File: src/rtl/psg_dram_bridge_if.sv
// AXI4-Lite style DRAM channel between the PSG bridge (master) and the DRAM model (slave).
// Handshake rule on every channel: a transfer happens on the rising clk edge where
// VALID and READY are both 1. The source holds VALID and its payload steady until
// that edge. READY may already be high in the cycle VALID rises.
interface psg_dram_bridge_if #(
  parameter int DATA_W = 64
) ();
  logic              AR_VALID;
  logic [16:0]       AR_ADDR;
  logic              AR_READY;
  logic              R_VALID;
  logic [DATA_W-1:0] R_DATA;
  logic [1:0]        R_RESP;
  logic              R_READY;
  logic              AW_VALID;
  logic [16:0]       AW_ADDR;
  logic              AW_READY;
  logic              W_VALID;
  logic [DATA_W-1:0] W_DATA;
  logic              W_READY;
  logic              B_VALID;
  logic [1:0]        B_RESP;
  logic              B_READY;

  modport master (
    output AR_VALID, AR_ADDR, R_READY, AW_VALID, AW_ADDR, W_VALID, W_DATA, B_READY,
    input  AR_READY, R_VALID, R_DATA, R_RESP, AW_READY, W_READY, B_VALID, B_RESP
  );

  modport slave (
    input  AR_VALID, AR_ADDR, R_READY, AW_VALID, AW_ADDR, W_VALID, W_DATA, B_READY,
    output AR_READY, R_VALID, R_DATA, R_RESP, AW_READY, W_READY, B_VALID, B_RESP
  );
endinterface

File: src/rtl/psg_dram_bridge.sv
// Bridge from the PSG controller's one-shot DRAM request channel to an AXI4-Lite
// DRAM slave. One Player_Info record per request, one request in flight; the
// completion is a single-cycle C_out_valid pulse. All bus outputs are decoded
// from the registered state so that reset clears them immediately.
module psg_dram_bridge #(
  parameter logic [16:0] BASE_ADDR = 17'h10000,
  parameter int          ID_W      = 8,
  parameter int          DATA_W    = 64
) (
  input  logic              clk,
  input  logic              rst_n,
  input  logic [ID_W-1:0]   C_addr,
  input  logic [DATA_W-1:0] C_data_w,
  input  logic              C_in_valid,
  input  logic              C_r_wb,
  output logic              C_out_valid,
  output logic [DATA_W-1:0] C_data_r,
  psg_dram_bridge_if.master dram,
  output logic [2:0]        dbg_state
);

  typedef enum logic [2:0] {
    S_IDLE = 3'd0,
    S_AR   = 3'd1,
    S_R    = 3'd2,
    S_AW   = 3'd3,
    S_W    = 3'd4,
    S_B    = 3'd5,
    S_OUT  = 3'd6
  } state_t;

  state_t            state, state_nxt;
  logic [ID_W-1:0]   id_q;
  logic              rd_q;
  // Holds the write record during a write and the captured read record on a read.
  logic [DATA_W-1:0] data_q;
  logic [16:0]       addr;
  logic              unused_resp;

  // Responses are not acted on; every transaction completes normally.
  assign unused_resp = ^{dram.R_RESP, dram.B_RESP};

  assign addr      = BASE_ADDR + 17'({id_q, 3'b000});
  assign dbg_state = state;

  // State register.
  always_ff @(posedge clk or negedge rst_n) begin
    if (!rst_n) state <= S_IDLE;
    else        state <= state_nxt;
  end

  // Request latch in IDLE and read-data capture in R.
  always_ff @(posedge clk or negedge rst_n) begin
    if (!rst_n) begin
      id_q   <= '0;
      rd_q   <= 1'b0;
      data_q <= '0;
    end else if (state == S_IDLE && C_in_valid) begin
      id_q   <= C_addr;
      rd_q   <= C_r_wb;
      data_q <= C_data_w;
    end else if (state == S_R && dram.R_VALID) begin
      data_q <= dram.R_DATA;
    end
  end

  // Next-state and output decode; payloads read 0 outside their VALID window.
  always_comb begin
    state_nxt     = state;
    C_out_valid   = 1'b0;
    C_data_r      = '0;
    dram.AR_VALID = 1'b0;
    dram.AR_ADDR  = '0;
    dram.R_READY  = 1'b0;
    dram.AW_VALID = 1'b0;
    dram.AW_ADDR  = '0;
    dram.W_VALID  = 1'b0;
    dram.W_DATA   = '0;
    dram.B_READY  = 1'b0;
    case (state)
      S_IDLE: begin
        if (C_in_valid) state_nxt = C_r_wb ? S_AR : S_AW;
      end
      S_AR: begin
        dram.AR_VALID = 1'b1;
        dram.AR_ADDR  = addr;
        if (dram.AR_READY) state_nxt = S_R;
      end
      S_R: begin
        dram.R_READY = 1'b1;
        if (dram.R_VALID) state_nxt = S_OUT;
      end
      S_AW: begin
        dram.AW_VALID = 1'b1;
        dram.AW_ADDR  = addr;
        if (dram.AW_READY) state_nxt = S_W;
      end
      S_W: begin
        dram.W_VALID = 1'b1;
        dram.W_DATA  = data_q;
        if (dram.W_READY) state_nxt = S_B;
      end
      S_B: begin
        dram.B_READY = 1'b1;
        if (dram.B_VALID) state_nxt = S_OUT;
      end
      S_OUT: begin
        C_out_valid = 1'b1;
        C_data_r    = rd_q ? data_q : '0;
        state_nxt   = S_IDLE;
      end
      default: state_nxt = S_IDLE;
    endcase
  end

endmodule

File: src/flat_wrapper.sv
// flat-port wrapper written by rule: the top's interface ports become plain ports
module psg_dram_bridge_flat 
#(
  parameter logic [16:0] BASE_ADDR = 17'h10000,
  parameter int          ID_W      = 8,
  parameter int          DATA_W    = 64
)
  (clk, rst_n, C_addr, C_data_w, C_in_valid, C_r_wb, C_out_valid, C_data_r, dbg_state, dram_AR_VALID, dram_AR_ADDR, dram_R_READY, dram_AW_VALID, dram_AW_ADDR, dram_W_VALID, dram_W_DATA, dram_B_READY, dram_AR_READY, dram_R_VALID, dram_R_DATA, dram_R_RESP, dram_AW_READY, dram_W_READY, dram_B_VALID, dram_B_RESP);
  psg_dram_bridge_if #(.DATA_W(DATA_W)) dram_i ();
  input  logic clk;
  input  logic rst_n;
  input  logic [ID_W-1:0] C_addr;
  input  logic [DATA_W-1:0] C_data_w;
  input  logic C_in_valid;
  input  logic C_r_wb;
  output logic C_out_valid;
  output logic [DATA_W-1:0] C_data_r;
  output logic [2:0] dbg_state;
  output wire logic [$bits(dram_i.AR_VALID)-1:0] dram_AR_VALID;
  output wire logic [$bits(dram_i.AR_ADDR)-1:0] dram_AR_ADDR;
  output wire logic [$bits(dram_i.R_READY)-1:0] dram_R_READY;
  output wire logic [$bits(dram_i.AW_VALID)-1:0] dram_AW_VALID;
  output wire logic [$bits(dram_i.AW_ADDR)-1:0] dram_AW_ADDR;
  output wire logic [$bits(dram_i.W_VALID)-1:0] dram_W_VALID;
  output wire logic [$bits(dram_i.W_DATA)-1:0] dram_W_DATA;
  output wire logic [$bits(dram_i.B_READY)-1:0] dram_B_READY;
  input wire logic [$bits(dram_i.AR_READY)-1:0] dram_AR_READY;
  input wire logic [$bits(dram_i.R_VALID)-1:0] dram_R_VALID;
  input wire logic [$bits(dram_i.R_DATA)-1:0] dram_R_DATA;
  input wire logic [$bits(dram_i.R_RESP)-1:0] dram_R_RESP;
  input wire logic [$bits(dram_i.AW_READY)-1:0] dram_AW_READY;
  input wire logic [$bits(dram_i.W_READY)-1:0] dram_W_READY;
  input wire logic [$bits(dram_i.B_VALID)-1:0] dram_B_VALID;
  input wire logic [$bits(dram_i.B_RESP)-1:0] dram_B_RESP;
  assign dram_AR_VALID = dram_i.AR_VALID;
  assign dram_AR_ADDR = dram_i.AR_ADDR;
  assign dram_R_READY = dram_i.R_READY;
  assign dram_AW_VALID = dram_i.AW_VALID;
  assign dram_AW_ADDR = dram_i.AW_ADDR;
  assign dram_W_VALID = dram_i.W_VALID;
  assign dram_W_DATA = dram_i.W_DATA;
  assign dram_B_READY = dram_i.B_READY;
  assign dram_i.AR_READY = dram_AR_READY;
  assign dram_i.R_VALID = dram_R_VALID;
  assign dram_i.R_DATA = dram_R_DATA;
  assign dram_i.R_RESP = dram_R_RESP;
  assign dram_i.AW_READY = dram_AW_READY;
  assign dram_i.W_READY = dram_W_READY;
  assign dram_i.B_VALID = dram_B_VALID;
  assign dram_i.B_RESP = dram_B_RESP;
  psg_dram_bridge #(.BASE_ADDR(BASE_ADDR), .ID_W(ID_W), .DATA_W(DATA_W)) u_core (.clk(clk), .rst_n(rst_n), .C_addr(C_addr), .C_data_w(C_data_w), .C_in_valid(C_in_valid), .C_r_wb(C_r_wb), .C_out_valid(C_out_valid), .C_data_r(C_data_r), .dram(dram_i), .dbg_state(dbg_state));
endmodule
File: config.mk
export PLATFORM = sky130hd
export DESIGN_NAME = psg_dram_bridge_flat
export DESIGN_NICKNAME = d
export VERILOG_FILES = /design/src/rtl/psg_dram_bridge_if.sv /design/src/rtl/psg_dram_bridge.sv /design/src/flat_wrapper.sv
export SDC_FILE = /design/constraint.sdc
export NUM_CORES = 1
export LEC_CHECK = 0
export CAP_MARGIN = 20
export CORE_UTILIZATION = 30
export CTS_BUF_LIST = sky130_fd_sc_hd__clkbuf_8
export DETAILED_ROUTE_END_ITERATION = 7
export PLACE_DENSITY = 0.71
export SETUP_SLACK_MARGIN = 0.3
export SLEW_MARGIN = 30
export SYNTH_ARGS = -nofsm -noshare
export SYNTH_HDL_FRONTEND = slang
export SYNTH_SLANG_ARGS = --single-unit
File: constraint.sdc
create_clock -name clk -period 1.8 [get_ports clk]
set_clock_uncertainty 0.05 [all_clocks]
set_input_delay 0.36 -clock clk [delete_from_list [all_inputs] [get_ports clk]]
set_output_delay 0.36 -clock clk [all_outputs]
set_load 0.05 [all_outputs]
Word level (Yosys, flattened, before mapping)
Index checks and enable logic that the tools add are counted.

Bits in registers: 76. Latch bits: 0. Memory bits (writable): 0. Bits in read-only memories: 0. Memories: 0.

Add/subtract/negate cells: 1. Multipliers: 0. Divide/modulo/power cells: 0. Order comparisons: 0. Equal/unequal tests: 12. Shifts and indexed selects: 0. Multiplexer cells: 21. Bitwise gates (word level): 0. Reduce and logical (&&, ||, !) cells: 5.

Operators by type and width (count): $mux 64 (5); $mux 17 (2); $mux 3 (6); $pmux 3 s6 (1); $add 17x11->17 const A (1); $ne 2x2->1 const B (6); $eq 3x3->1 const B (3); $eq 3x2->1 const B (2); $mux 1 (6); $reduce_and 6->1 (1); $eq 3x1->1 const B (1); $logic_not 3->1 (1); $logic_and 1x1->1 (2); $mux 2 (1); $reduce_bool 2->1 (1).

Depth between registers and ports, before layout
Gate-level depths: netlist of the first run.

Depth after elaboration: 4. Gate-level depth with buffers: 5. Depth with buffers taken out: 3.

Least setup slack after synthesis of the first run
Ideal clock, no wire load.

Path kind: register to output. Start point: reg u_core.state[0] (netlist: u_core.dbg_state[0]). End point: out dram_AR_ADDR[10]. Arrival: 2.315 ns. Setup slack: -0.925 ns. Cell stages (with the launch flop): 4. Path buffers: 1. Path through: dfrtp_1 buf_4 nor3b_2 and2_1.

Cells in the longest elaborated chain, start to end: 2.

RTL lines: start: declaration (line psg_dram_bridge.sv:32) `state_t state, state_nxt;`; start signal: assignment (line psg_dram_bridge.sv:49) `else state <= state_nxt;`; $eq 3x1->1 (line psg_dram_bridge.sv:80) `case (state)`; $mux 17 (line psg_dram_bridge.sv:80); end: declaration (line flat_wrapper.sv:20) `output wire logic [$bits(dram_i.AR_ADDR)-1:0] dram_AR_ADDR;`.

Every way passes these cells.

Worst setup path after layout of the first run
Start point: reg u_core.state[0] (netlist: u_core.dbg_state[0]). End point: out dram_AW_ADDR[9].

Cells in the longest elaborated chain, start to end: 2.

RTL lines: $eq 3x2->1 (line psg_dram_bridge.sv:80); $mux 17 (line psg_dram_bridge.sv:80); end: declaration (line flat_wrapper.sv:23) `output wire logic [$bits(dram_i.AW_ADDR)-1:0] dram_AW_ADDR;`.

Every way passes these cells.

==> results of run 1 <==
worst reg2reg max path, stage by stage (launching register included):
cell       delay, ps
dfrtp_2          450
buf_4            160
buf_8            130
buf_4            140
nor4b_4          270
buf_4            190
clkbuf_16        150
mux2_4           290
power by group through the flow:
stage | logic [mW] | registers [mW] | clock network, mW
2_1_floorplan | 7.32 | 3.24 | 0
3_3_place_gp | 12.4 | 3.30 | 0
3_5_place_dp | 12.6 | 3.36 | 0
4_1_cts | 13.8 | 3.40 | 1.42
5_1_grt | 15.1 | 3.59 | 1.47
6_report | 14.6 | 3.49 | 1.38
per-stage QoR:
step / area [um^2] / hold WS (ps) / std cells
final: 11000 / 451 / 961
after global routing: 11000 / 483 / 961
after CTS: 10600 / 445 / 948
after detailed placement: 9940 / 309 / 916
after global placement: 9940 / 297 / 916
after floorplan: 5260 / 14.4 / 471
flip-flops by register name, indices dropped and copies added, names as in the netlist:
| signal | flops |
|---|---|
| u_core.data_q | 64 |
| u_core.id_q | 8 |
| u_core.dbg_state | 3 |
| u_core.rd_q | 1 |
logic make-up (layout without fill, tap and decap cells):
kind of cell | after synthesis | count (layout) | share of synthesized area
AO/OA/AOI/OAI | 135 | 135 | 0.226
buffers and inverters | 73 | 379 | 0.0992
flip-flops | 76 | 76 | 0.420
multiplexers | 12 | 12 | 0.0293
other | 1 | 16 | 0.000828
AND/OR/NAND/NOR | 159 | 159 | 0.225
timing repair:
action	CTS	global route
setup endpoints to repair	229	229
endpoints found under the hold margin	31	0
gates resized for setup	47	42
setup buffers	9	9
pin swaps	58	25
cloned	6	4
hold buffers	1	0
worst paths after layout:
kind / startpoint / end / slack, ps / depth (start not counted)
worst max-delay path: u_core.dbg_state[0] / dram_AW_ADDR[9] / -380 / 6
worst min-delay path: rst_n / u_core.dbg_state[1] / 450 / 2
worst max register to register: u_core.dbg_state[0] / u_core.id_q[2] / -130 / 7
worst min register to register: u_core.data_q[21] / u_core.data_q[21] / 500 / 1
max in group asynchronous: rst_n / u_core.data_q[22] / 650 / 3
min in group clk: u_core.data_q[21] / u_core.data_q[21] / 500 / 1
cell type report:
| type | instances | area (um^2) |
|---|---|---|
| Clock buffer | 11 | 151 |
| Clock inverter | 5 | 51.3 |
| Fill cell | 875 | 3610 |
| Inverter | 1 | 3.75 |
| Multi-Input combinational cell | 322 | 3170 |
| Sequential cell | 76 | 1910 |
| Tap cell | 184 | 230 |
| Timing Repair Buffer | 362 | 5520 |
per-layer routing:
layer	routed length (um)	share of wire
met5	0	0
met4	474	0.023
met3	1370	0.067
met2	10900	0.53
met1	7700	0.38
cell usage in the layout (no fill, tap or decap), types with 2 or more instances in the layout:
cell type	count
clkbuf_16	4
mux2i_1	2
a2bb2oi_2	50
inv_1	2
clkdlybuf4s50_1	143
clkinv_2	2
dfrtp_2	4
a21oi_1	2
clkbuf_8	12
and3_4	64
nor2_4	2
conb_1	16
mux2_4	9
and2_4	80
a2bb2oi_1	14
buf_12	173
dfrtp_1	72
buf_16	6
buf_4	17
buf_6	13
buf_8	4
o22ai_1	63
nor3b_4	3
==> reports/results.tsv, run 1 <==
stage	metric	value	unit
pwr	largest voltage drop on the vdd net	1.29	mV
sta	Pins Over Slew Limit	0	
min_path	path class of the lowest-slack min-delay path	in2async	
pwr	sw frac	0.439	
global_routing	wire length of the first global-routing pass	30.3	mm
run_status	violations in the final reports	design-rule violations, negative setup slack	
logic_synthesis	number of cells produced by synthesis	456	
global_routing	GR Layer Usage met1	0.282	
pwr	leakage power	4.46	nW
sta	time the final worst path needs with I/O delays and setup	2180	ps
clocking	TritonCTS clock tree	yes	
setup_path	worst setup path category	reg2out	
drt	via count	5042	
pwr	Power per Cell Area	1770	nW/um^2
logic_synthesis	number of enable-type register cells in the synthesized netlist	0	
clocking	clock root buffer	clkbuf_8	
floorplan	placeable core region	14600	um^2
clocking	total number of H-tree levels	3	
global_routing	via count of the first global-routing pass	5350	
clocking	clock input transition at the sequential cells of the worst setup and hold paths	80	ps
logic_synthesis	Mapped Avg Cell Area	9.93	um^2
logic_synthesis	cell types occupying the most area after synthesis	dfrtp_1 (42%), a2bb2oi_1 (12%), and2_1 (11%)	
sta	number of failing hold endpoints at the final stage	0	
clocking	buffer levels on the longest clock path	2	
logic_synthesis	synthesized flop and latch total	76	
floorplan	total I/O pin count	320	
floorplan	starting density of the core	0.309	
global_routing	global routing's busiest layer	met2	
logic_synthesis	async set-reset flop share out of synthesis	1.00	
floorplan	die span in y	125	um
pwr	internal power	10.9	mW
sta	total negative slack	-49030	ps
setup_path	library cell contributing the largest single delay on the critical path	dfrtp_2	
logic_synthesis	Post-synth top cells	and2_1 (80), dfrtp_1 (76), and3_1 (64), o22ai_1 (64), a2bb2oi_1 (62)	
logic_synthesis	number of warnings printed during yosys synthesis	0	
setup_path	Most common cell on crit path	buf_12	
setup_path	list of cells traversed by the critical path	buf_4, buf_8, and3b_1, buf_12, and2_4, buf_12	
drt	DR vias/cell	5.25	
floorplan	number of core rows	44	
pwr	Power, Total	19.5	mW
pwr	relative contribution of sequential cells to total power	0.179	
sta	worst slew slack as a fraction of its limit	0.665	
global_routing	total congestion overflow	0	
sta	Final Worst Setup Slack	-380	ps
floorplan	Total Die Area	15600	um^2
sta	transition at the pin with the smallest max-transition slack	503	ps
clocking	Num CTS Buffers	9	
setup_path	element type at the critical path start	register	
pwr	fraction of power consumed by the clock network	0.071	
layout	share of cells above drive strength 1	0.583	
global_routing	met3 Usage GRT	0.0584	
clocking	clock sink count	76	
setup_path	data arrival time of the critical path	1770	ps
pwr	NetSw	8.55	mW
layout	area added between synthesis and finish	144	%
flow_run	total of max-cap violations	0	
setup_path	biggest cell delay along the critical path	450	ps
pwr	Logic pwr share	0.750	
sta	fin crit share	1.21	
logic_synthesis	post-synthesis sequential area ratio	0.420	
logic_synthesis	Synth top area share	0.420	
logic_synthesis	post-synth top area cell	dfrtp_1	
layout	Core Util, Final	0.753	
sta	fmax	459	MHz
drt	antenna viol nets, final	0	
drt	Iteration-0 DRC Markers	248	
global_routing	maximum number of pins on one net before global-route repair	56	
sta	number of setup violations in the final report	161	
setup_path	number of buffers and inverters on the critical path	4	
drt	first-pass iteration count of the detailed router	6	
place	PortBufs	299	
global_routing	met2 GRT Util	0.454	
place	dpl ws	-96.2	ps
run_status	result of the run	complete, but fails checks	
logic_synthesis	most frequently used cell type in the post-synthesis netlist	and2_1	
logic_synthesis	number of distinct standard cells referenced by the synthesized netlist	32	
setup_path	endpoint required time on the critical path	1390	ps
logic_synthesis	Post-synth top flop	dfrtp_1	
logic_synthesis	Cell Area, Synth	4530	um^2
setup_path	crit-path leading delay family	buffers and inverters	
setup_path	endpoint type of the worst setup path	output port	
place	post-detail-place hpwl	13.7	mm
layout	ANT cells	0	
drt	wire length reported by the detailed router	20.5	mm
clocking	Clock Latency Late Sink	360	ps
drt	Residual DRC	44	
layout	final-stage net count	921	
place	global placer's final weighted congestion	0.804	
sta	setup repair after global routing missed its margin	yes	
global_routing	Overall Global Routing Usage	0.249	
global_routing	initial antenna violation count	0	
setup_path	maximum fanout count along the critical path	11	
drt	per-cell routed wire length	21.3	um
floorplan	horizontal die dimension	125	um
(Power assumes the default switching activity.)
==> run 2: changes to the inputs <==
Settings changed: CAP_MARGIN 20 to 10, TNS_END_PERCENT set to 50.
==> reports/results.tsv, run 2 (same netlist as run 1, synthesis figures left out) <==
stage	metric	value	unit	change
layout	number of inserted filler cells in the final layout	936		+7.0%
run_status	result of the run	complete, but fails checks		
floorplan	total I/O pin count	320		unchanged
flow_run	total of max-cap violations	0		unchanged
clocking	buffer levels on the longest clock path	2		unchanged
global_routing	total congestion overflow	0		unchanged
setup_path	endpoint type of the worst setup path	output port		
pwr	largest voltage drop on the vdd net	1.20	mV	-7.0%
global_routing	Overall Global Routing Usage	0.238		-0.0111
drt	Iteration-0 DRC Markers	224		-9.7%
drt	via count	4976		-1.3%
setup_path	data arrival time of the critical path	1720	ps	-50 ps
pwr	Logic pwr share	0.734		-0.016
layout	Core Util, Final	0.718		-0.0356
layout	share of cells above drive strength 1	0.531		-0.0525
clocking	clock root buffer	clkbuf_8		
setup_path	number of cells traversed by the worst register-to-register path	5		-2
floorplan	die span in y	125	um	unchanged
min_path	Worst Hold Path Cells	1		
pwr	relative contribution of sequential cells to total power	0.186		+0.007
setup_path	endpoint required time on the critical path	1390	ps	about the same
pwr	Power per Cell Area	1760	nW/um^2	-0.22%
layout	final-stage net count	898		-2.5%
global_routing	maximum number of pins on one net before global-route repair	77		+38%
pwr	fraction of power consumed by the clock network	0.080		+0.009
global_routing	wire length of the first global-routing pass	28.9	mm	-4.7%
clocking	TritonCTS clock tree	yes		
sta	time the final worst path needs with I/O delays and setup	2130	ps	-46.9 ps
drt	Residual DRC	46		+4.5%
layout	most flop-heavy register	u_core.data_q		
min_path	path class of the lowest-slack min-delay path	reg2reg		
pwr	leakage power	4.33	nW	-3.0%
layout	Register Area	1910	um^2	unchanged
drt	per-cell routed wire length	20.8	um	-2.4%
setup_path	Reg2Reg Setup Slack	120	ps	+250 ps
clocking	Clock Latency Late Sink	370	ps	about the same
pwr	internal power	10.3	mW	-6.0%
drt	antenna viol nets, final	0		unchanged
drt	first-pass iteration count of the detailed router	6		unchanged
setup_path	element type at the critical path start	register		
pwr	sw frac	0.445		+0.00636
drt	DR vias/cell	5.30		+1.0%
setup_path	maximum fanout count along the critical path	31		+20
floorplan	placeable core region	14600	um^2	unchanged
sta	fmax	469	MHz	+2.2%
clocking	clock sink count	76		unchanged
floorplan	number of core rows	44		unchanged
setup_path	worst setup path category	reg2out		
place	PortBufs	299		unchanged
layout	max reg flops	64		unchanged
sta	number of setup violations in the final report	152		-5.6%
clocking	clock input transition at the sequential cells of the worst setup and hold paths	80	ps	about the same
place	global placer's final weighted congestion	0.829		+3.2%
global_routing	via count of the first global-routing pass	5211		-2.6%
floorplan	Total Die Area	15600	um^2	unchanged
run_status	violations in the final reports	design-rule violations, negative setup slack		
sta	fin crit share	1.18		-0.0261
sta	Final Worst Setup Slack	-333	ps	+46.9 ps
layout	leading cell types in the layout, fill and taps excluded	buf_12 (169), clkdlybuf4s50_1 (143), and2_4 (80), dfrtp_1 (72), o22ai_1 (64)		
global_routing	initial antenna violation count	1		+1
pwr	Power, Total	18.5	mW	-4.9%
floorplan	horizontal die dimension	125	um	unchanged
sta	setup repair after global routing missed its margin	yes		
pwr	NetSw	8.25	mW	-3.6%
sta	number of failing hold endpoints at the final stage	0		unchanged
clocking	total number of H-tree levels	3		unchanged
layout	area of combinational cells with multiple inputs	3010	um^2	-4.9%
clocking	Num CTS Buffers	9		unchanged
place	post-detail-place hpwl	13.3	mm	-2.4%
floorplan	starting density of the core	0.309		unchanged
sta	Pins Over Slew Limit	0		unchanged
layout	area added between synthesis and finish	132	%	
layout	most common cell after layout, fill and taps aside	buf_12		
drt	wire length reported by the detailed router	19.5	mm	-4.6%
==> run 2: cell type report <==
type                       count  area share
multi-input combinational    322       0.287
timing repair buffer         339       0.489
antenna                        1    0.000238
clock inverter                 6     0.00750
clock buffer                  10      0.0131
tap                          184      0.0219
sequential                    76       0.181
inverter                       1    0.000357
==> run 2: final timing paths <==
path                                startpoint                  end
setup / recovery           u_core.dbg_state[0]          C_data_r[2]
hold / removal               u_core.data_q[24]    u_core.data_q[24]
setup reg to reg           u_core.dbg_state[1]       u_core.id_q[2]
hold reg to reg              u_core.data_q[24]    u_core.data_q[24]
max in group asynchronous                rst_n  u_core.dbg_state[0]
min in group asynchronous                rst_n    u_core.data_q[29]
==> run 2: what timing repair did <==
action / in CTS / in global routing
buffers inserted: 3 / 4
pin swaps: 63 / 48
resized for setup: 71 / 23
endpoints found under the setup margin: 204 / 231
hold buffers: 1 / 0
cloned: 0 / 5
endpoints found under the hold margin: 76 / 0
==> run 2: per-layer routing <==
metal / up-vias / share of wire / GRT usage
li1: 2244 / - / -
met4: 0 / 0.029 / 0.101
met1: 2447 / 0.37 / 0.256
met5: - / 0 / 0
met3: 39 / 0.084 / 0.0756
met2: 246 / 0.51 / 0.429
==> run 2: through the flow <==
step,instance area [um^2],TNS [ps],cells,hold WS [ps],worst slack (ps)
final,10500,-43220,939,494,-333
after global placement,9650,-1240,909,368,-49.4
after CTS,10300,-48480,929,497,-367
after detailed placement,9650,-2700,909,371,-89.8
after global routing,10500,-51410,939,518,-383
after floorplan,5040,-13740,471,14.4,-366
==> run 2: power by group through the flow <==
stage	registers [mW]	clock network [mW]	logic (mW)
floorplan	3.21	0	7.05
CTS	3.38	1.52	13.1
global route	3.52	1.59	14.1
detailed placement	3.33	0	12.2
finish	3.44	1.48	13.6
global placement	3.27	0	12.1
==> run 2: critical path: stages, from the launching register on <==
cell and delay [ps]:
dfrtp_2 440, and3b_2 320, buf_12 200, and3_1 230
buf_12 150
==> run 3: changes to the inputs <==
Settings changed: CTS_CLUSTER_DIAMETER set to 120.
==> results of run 3 <==
No change in the layout: final DEF, timing and power equal those of run 2.
